File: config.mk
export PLATFORM = sky130hd
export DESIGN_NAME = laser_host
export DESIGN_NICKNAME = d
export VERILOG_FILES = /design/src/rtl/laser_host.sv
export SDC_FILE = /design/constraint.sdc
export NUM_CORES = 1
export LEC_CHECK = 0
export CAP_MARGIN = 20
export CORE_MARGIN = 4
export CORE_UTILIZATION = 30
export DETAILED_ROUTE_END_ITERATION = 10
export PLACE_DENSITY_LB_ADDON = 0.25
export RECOVER_POWER = 100
export SETUP_SLACK_MARGIN = 0.4
export SLEW_MARGIN = 20
export SYNTH_ARGS = -nofsm -noshare
export SYNTH_HDL_FRONTEND = slang
export SYNTH_SLANG_ARGS = --single-unit
File: constraint.sdc
create_clock -name CLK -period 9.9 [get_ports CLK]
set_input_delay 2.97 -clock CLK [delete_from_list [all_inputs] [get_ports CLK]]
set_output_delay 2.97 -clock CLK [all_outputs]
set_load 0.05 [all_outputs]
File: src/rtl/laser_host.sv
// LASER host: loads a point frame, streams it to the solver, then scores the
// returned circle centres by counting frame points covered by either circle.
module laser_host #(
  parameter int unsigned NPTS      = 40,
  parameter int unsigned RADIUS_SQ = 16,
  parameter int unsigned TIMEOUT   = 1000
) (
  input  logic       CLK,
  input  logic       RST,
  input  logic       WR_EN,
  input  logic [5:0] WR_ADDR,
  input  logic [3:0] WR_X,
  input  logic [3:0] WR_Y,
  input  logic       START,
  output logic [3:0] X,
  output logic [3:0] Y,
  input  logic       DONE,
  input  logic [3:0] C1X,
  input  logic [3:0] C1Y,
  input  logic [3:0] C2X,
  input  logic [3:0] C2Y,
  output logic       BUSY,
  output logic [5:0] SCORE,
  output logic       SCORE_VALID,
  output logic       ERR
);

  localparam int unsigned AW = 6;
  localparam int unsigned CW = (TIMEOUT > 1) ? $clog2(TIMEOUT) : 1;
  localparam int unsigned SW = 6;
  localparam logic [AW-1:0] LAST_IDX = AW'(NPTS - 1);
  localparam logic [CW-1:0] LAST_CNT = CW'(TIMEOUT - 1);
  localparam logic [8:0]    RAD_SQ   = 9'(RADIUS_SQ);

  typedef enum logic [1:0] {S_IDLE, S_SEND, S_WAIT, S_EVAL} state_t;

  state_t          state, state_nxt;
  logic [AW-1:0]   idx, idx_nxt;
  logic [CW-1:0]   cnt, cnt_nxt;
  logic [SW-1:0]   acc, acc_nxt, acc_sum;
  logic [3:0]      c1x_q, c1y_q, c2x_q, c2y_q;
  logic [3:0]      c1x_nxt, c1y_nxt, c2x_nxt, c2y_nxt;
  logic [3:0]      x_nxt, y_nxt;
  logic            busy_nxt, sv_nxt, err_nxt;
  logic [SW-1:0]   score_nxt;

  logic [3:0]      mem_x [NPTS];
  logic [3:0]      mem_y [NPTS];
  logic [AW-1:0]   rd_addr;
  logic [3:0]      rd_x, rd_y;
  logic            wr_ok;
  logic            covered;

  // Squared Euclidean distance on 4-bit coordinates; at most 450, fits 9 bits.
  function automatic logic [8:0] dist_sq(input logic [3:0] px, input logic [3:0] py,
                                         input logic [3:0] cx, input logic [3:0] cy);
    logic [3:0] dx, dy;
    logic [7:0] dx2, dy2;
    dx  = (px >= cx) ? (px - cx) : (cx - px);
    dy  = (py >= cy) ? (py - cy) : (cy - py);
    dx2 = 8'(dx) * 8'(dx);
    dy2 = 8'(dy) * 8'(dy);
    return 9'(dx2) + 9'(dy2);
  endfunction

  // Point memory: writable only while idle, never reset.
  assign wr_ok = WR_EN && (state == S_IDLE) && (WR_ADDR < AW'(NPTS));

  always_ff @(posedge CLK) begin
    if (wr_ok) begin
      mem_x[WR_ADDR] <= WR_X;
      mem_y[WR_ADDR] <= WR_Y;
    end
  end

  // SEND registers the next point, so it reads one ahead of the driven index.
  always_comb begin
    rd_addr = '0;
    case (state)
      S_SEND:  rd_addr = (idx == LAST_IDX) ? idx : idx + AW'(1);
      S_EVAL:  rd_addr = idx;
      default: rd_addr = '0;
    endcase
  end

  assign rd_x    = mem_x[rd_addr];
  assign rd_y    = mem_y[rd_addr];
  assign covered = (dist_sq(rd_x, rd_y, c1x_q, c1y_q) <= RAD_SQ) ||
                   (dist_sq(rd_x, rd_y, c2x_q, c2y_q) <= RAD_SQ);
  assign acc_sum = acc + SW'(covered);

  // State and registered outputs.
  always_ff @(posedge CLK) begin
    if (RST) begin
      state       <= S_IDLE;
      idx         <= '0;
      cnt         <= '0;
      acc         <= '0;
      c1x_q       <= '0;
      c1y_q       <= '0;
      c2x_q       <= '0;
      c2y_q       <= '0;
      X           <= '0;
      Y           <= '0;
      BUSY        <= 1'b0;
      SCORE       <= '0;
      SCORE_VALID <= 1'b0;
      ERR         <= 1'b0;
    end else begin
      state       <= state_nxt;
      idx         <= idx_nxt;
      cnt         <= cnt_nxt;
      acc         <= acc_nxt;
      c1x_q       <= c1x_nxt;
      c1y_q       <= c1y_nxt;
      c2x_q       <= c2x_nxt;
      c2y_q       <= c2y_nxt;
      X           <= x_nxt;
      Y           <= y_nxt;
      BUSY        <= busy_nxt;
      SCORE       <= score_nxt;
      SCORE_VALID <= sv_nxt;
      ERR         <= err_nxt;
    end
  end

  // Next-state and next-output logic.
  always_comb begin
    state_nxt = state;
    idx_nxt   = idx;
    cnt_nxt   = cnt;
    acc_nxt   = acc;
    c1x_nxt   = c1x_q;
    c1y_nxt   = c1y_q;
    c2x_nxt   = c2x_q;
    c2y_nxt   = c2y_q;
    x_nxt     = '0;
    y_nxt     = '0;
    busy_nxt  = BUSY;
    score_nxt = SCORE;
    sv_nxt    = 1'b0;
    err_nxt   = ERR;

    case (state)
      S_IDLE: begin
        busy_nxt = 1'b0;
        if (START) begin
          state_nxt = S_SEND;
          idx_nxt   = '0;
          x_nxt     = rd_x;
          y_nxt     = rd_y;
          busy_nxt  = 1'b1;
          err_nxt   = 1'b0;
        end
      end

      S_SEND: begin
        if (DONE) err_nxt = 1'b1;
        if (idx == LAST_IDX) begin
          state_nxt = S_WAIT;
          cnt_nxt   = '0;
        end else begin
          idx_nxt = idx + AW'(1);
          x_nxt   = rd_x;
          y_nxt   = rd_y;
        end
      end

      S_WAIT: begin
        // DONE takes priority over an expiring timeout in the same cycle.
        if (DONE) begin
          state_nxt = S_EVAL;
          idx_nxt   = '0;
          acc_nxt   = '0;
          c1x_nxt   = C1X;
          c1y_nxt   = C1Y;
          c2x_nxt   = C2X;
          c2y_nxt   = C2Y;
        end else if (cnt == LAST_CNT) begin
          state_nxt = S_IDLE;
          err_nxt   = 1'b1;
          score_nxt = '0;
          sv_nxt    = 1'b1;
          busy_nxt  = 1'b0;
        end else begin
          cnt_nxt = cnt + CW'(1);
        end
      end

      S_EVAL: begin
        acc_nxt = acc_sum;
        if (idx == LAST_IDX) begin
          state_nxt = S_IDLE;
          score_nxt = acc_sum;
          sv_nxt    = 1'b1;
          busy_nxt  = 1'b0;
        end else begin
          idx_nxt = idx + AW'(1);
        end
      end

      default: state_nxt = S_IDLE;
    endcase
  end

endmodule

==> metrics.yaml <==
final_layout:
  design_area_sq_um: 21710
  drive_gt1_share_pct: 12.24
  layout.nets: 1813
  diodes: 0
  post-route-util_pct: 36.04
  syn2layout_area_growth_pct: 19.21
floorplan:
  start_util_pct: 30.23
  coreArea_sq_um: 60250
  rows: 90
  ioPinCount: 52
  die-area_sq_um: 64720
  die_w_um: 254.4
  die_h_um: 254.4
timing:
  setup_violations: 0
  fin_setup_tns_ps: 0
  finalHoldViolCount: 0
  clock_skew_ps: 23.75
  fin_ws_ps: 734.8
  rsz0062_at_grt: "false"
  tightest_slew_ps: 2247
  final_max_slew_viol_count: 371
  clock.fmax_mhz: 109.1
  relSlewSlack_pct: -49.81
  finalCritPeriodShare_pct: 92.58
  finalCriticalPeriod_ps: 9165
placed_design:
  dpl-instance-area_sq_um: 19850
  io_buffers: 51
  place_congestion: 0.8463
  place_ws_ps: 71.77
  dpl.hpwl_mm: 34.01
route:
  drt_iter0_markers: 1257
  routed_wl_mm: 52.94
  wl_per_cell_um: 21.34
  vias_per_cell: 5.136
  vias: 12740
  firstDrtPassIters: 5
  drc: 0
  ant_nets: 0
critical_path:
  cpMostUsedCell: "fa_1"
  cp-start-kind: "flop"
  crit_path_end_kind: "flop"
  worstPathRequired_ps: 10260
  cp_max_fo: 8
  slowest_delay_ps: 570
  cp_slowest_cell: "fa_1"
  critical_path_class: "flop to flop"
  cp.arrival_ps: 9530
outcome:
  status: "finished, violations left"
  violations: "max-capacitance violations, max-slew violations"
global_route:
  met3_usage_pct: 3.824
  antenna_found_initial: 2
  grt_usage_pct: 15.84
  grt_most_used_layer: "met2"
  grt-ovfl-total: 0
  grt_pass1_vias: 12530
  gr-usage-met2_pct: 24.69
  grt_max_degree: 43
  use_met1_pct: 22.16
  grt_pass1_wl_mm: 77.88
yosys:
  ys_ff_latch: 377
  synth.top_cell.area_share_pct: 52.75
  ys_types: 82
  synth_most_common_cell: "edfxtp_1"
  ys_warn_count: 0
  syn_inst: 1555
  ys_async_sr_fraction_pct: 0
  yosysSeqAreaShare_pct: 59.02
  synth_nets: 1695
  synth.avg_cell_area_sq_um: 11.71
  synth_top_area_cell: "edfxtp_1"
  synthTopCellsByCount: "edfxtp_1 (320), nand2_1 (254), nor2_1 (110), nand3_1 (100), inv_1 (85)"
  netlist_area_sq_um: 18210
  synth_edf_count: 320
  synthFlopType: "edfxtp_1"
  ys_top_cells_by_area: "edfxtp_1 (53%), dfxtp_1 (6.3%), nand2_1 (5.2%)"
clock_tree:
  clk-insertion-delay-late_ps: 570
  ctsHoldBuffers: 0
  cts.sinks: 377
  clockBufferDepth: 3
  cts_tree: "yes"
  cts.clk_slew.worst_paths_ps: 60
  numCtsBuffers: 41
  root_buffer: "clkbuf_16"
  htreeDepth: 2
power:
  totalPowerFinal_uw: 7316
  leakage_uw: 0.007789
  peakVddDrop_mv: 0.4925
  power-per-cell-area_nw_per_um2: 336.9
flow_run:
  maxCapViolations: 9
worst_hold_path:
  hold_class: "flop to flop"
## final cells by class
class	count	area, sq um
clock buffer	60	1139
clock inverter	9	118.9
fill	5908	38530
inverter	85	319.1
multi-input combinational	1020	7032
sequential	377	10760
tap	782	978.4
timing repair buffer	148	1370
## flip-flops by register name, indices dropped and copies added (netlist names)
name	flops
mem_x	160
mem_y	160
cnt	10
SCORE	6
acc	6
idx	6
X	4
Y	4
c1x_q	4
c1y_q	4
c2x_q	4
c2y_q	4
state	2
BUSY	1
ERR	1
SCORE_VALID	1
## kinds of logic after synthesis
| group | synth area share, % |
|---|---|
| compound gates | 10.70 |
| simple gates | 13.96 |
| mux | 2.967 |
| buf+inv | 3.895 |
| fa+ha+maj | 8.449 |
| flops | 59.02 |
| xor+xnor | 1.010 |
## power by group
part	total [uW]	switching, uW	internal (uW)
clock network	1480	627	850
registers	1780	22.2	1760
logic	4060	2300	1760
## placed cells by master, fill, tap and decap left out, types with 6 or more instances in the layout
cell	synthesis	routed
a32o_1	6	6
a21oi_1	68	64
clkdlybuf4s50_1	0	21
xor2_1	11	11
nand2_1	254	252
nor2b_1	11	11
a311oi_1	10	9
and2_1	8	6
buf_12	0	10
a32oi_1	12	12
inv_1	85	84
o211ai_1	6	6
or3_1	6	6
dfxtp_2	0	6
clkbuf_16	0	43
and3_1	20	19
nor2_1	110	107
or2_2	7	7
a221oi_1	9	8
ha_1	75	71
nand3_1	100	100
xnor2_1	10	9
fa_1	30	30
o221ai_1	9	9
a21o_1	21	21
o21ai_0	39	40
a31oi_1	11	10
nor3_1	13	13
a211oi_1	12	12
buf_4	7	69
mux2i_1	54	51
nand2b_1	8	8
dfxtp_1	57	51
dlygate4sd3_1	0	30
clkbuf_1	28	28
edfxtp_1	320	320
## final timing paths
check,startpoint,end,slack (ps),cells after the start
hold / removal,SCORE[3],SCORE[3],450,2
setup reg to reg,state[1],acc[4],730,40
hold reg to reg,SCORE[3],SCORE[3],450,2
setup / recovery,state[1],acc[4],730,40
## stage by stage
step	instances	hold WS, ps
2_1_floorplan	1555	436.3
3_3_place_gp	2369	440.2
3_5_place_dp	2369	448.0
4_1_cts	2444	455.6
5_1_grt	2481	476.9
6_report	2481	447.7
## repair_timing
item,4_1_cts,5_1_grt
gates resized for setup,17,44
endpoints found under the setup margin,10,12
hold endpoints to repair,0,0
pin swaps,4,10
gates cloned,2,3
setup buffers,4,33
## routing by layer
layer	vias up	part of all wire, %
li1	5913	-
met1	6292	45
met2	464	44
met3	73	8.4
met4	0	2.6
met5	-	0
## worst max-delay path: cells and delay by family, from the launching register on
family | cells | cell delay (ps)
fa+ha+maj | 9 | 3320
simple gates | 6 | 890
xor+xnor | 2 | 330
flops | 1 | 350
buf+inv | 6 | 1030
compound gates | 16 | 2890
mux | 1 | 130
Note: power is estimated with default switching activity, not from simulation.
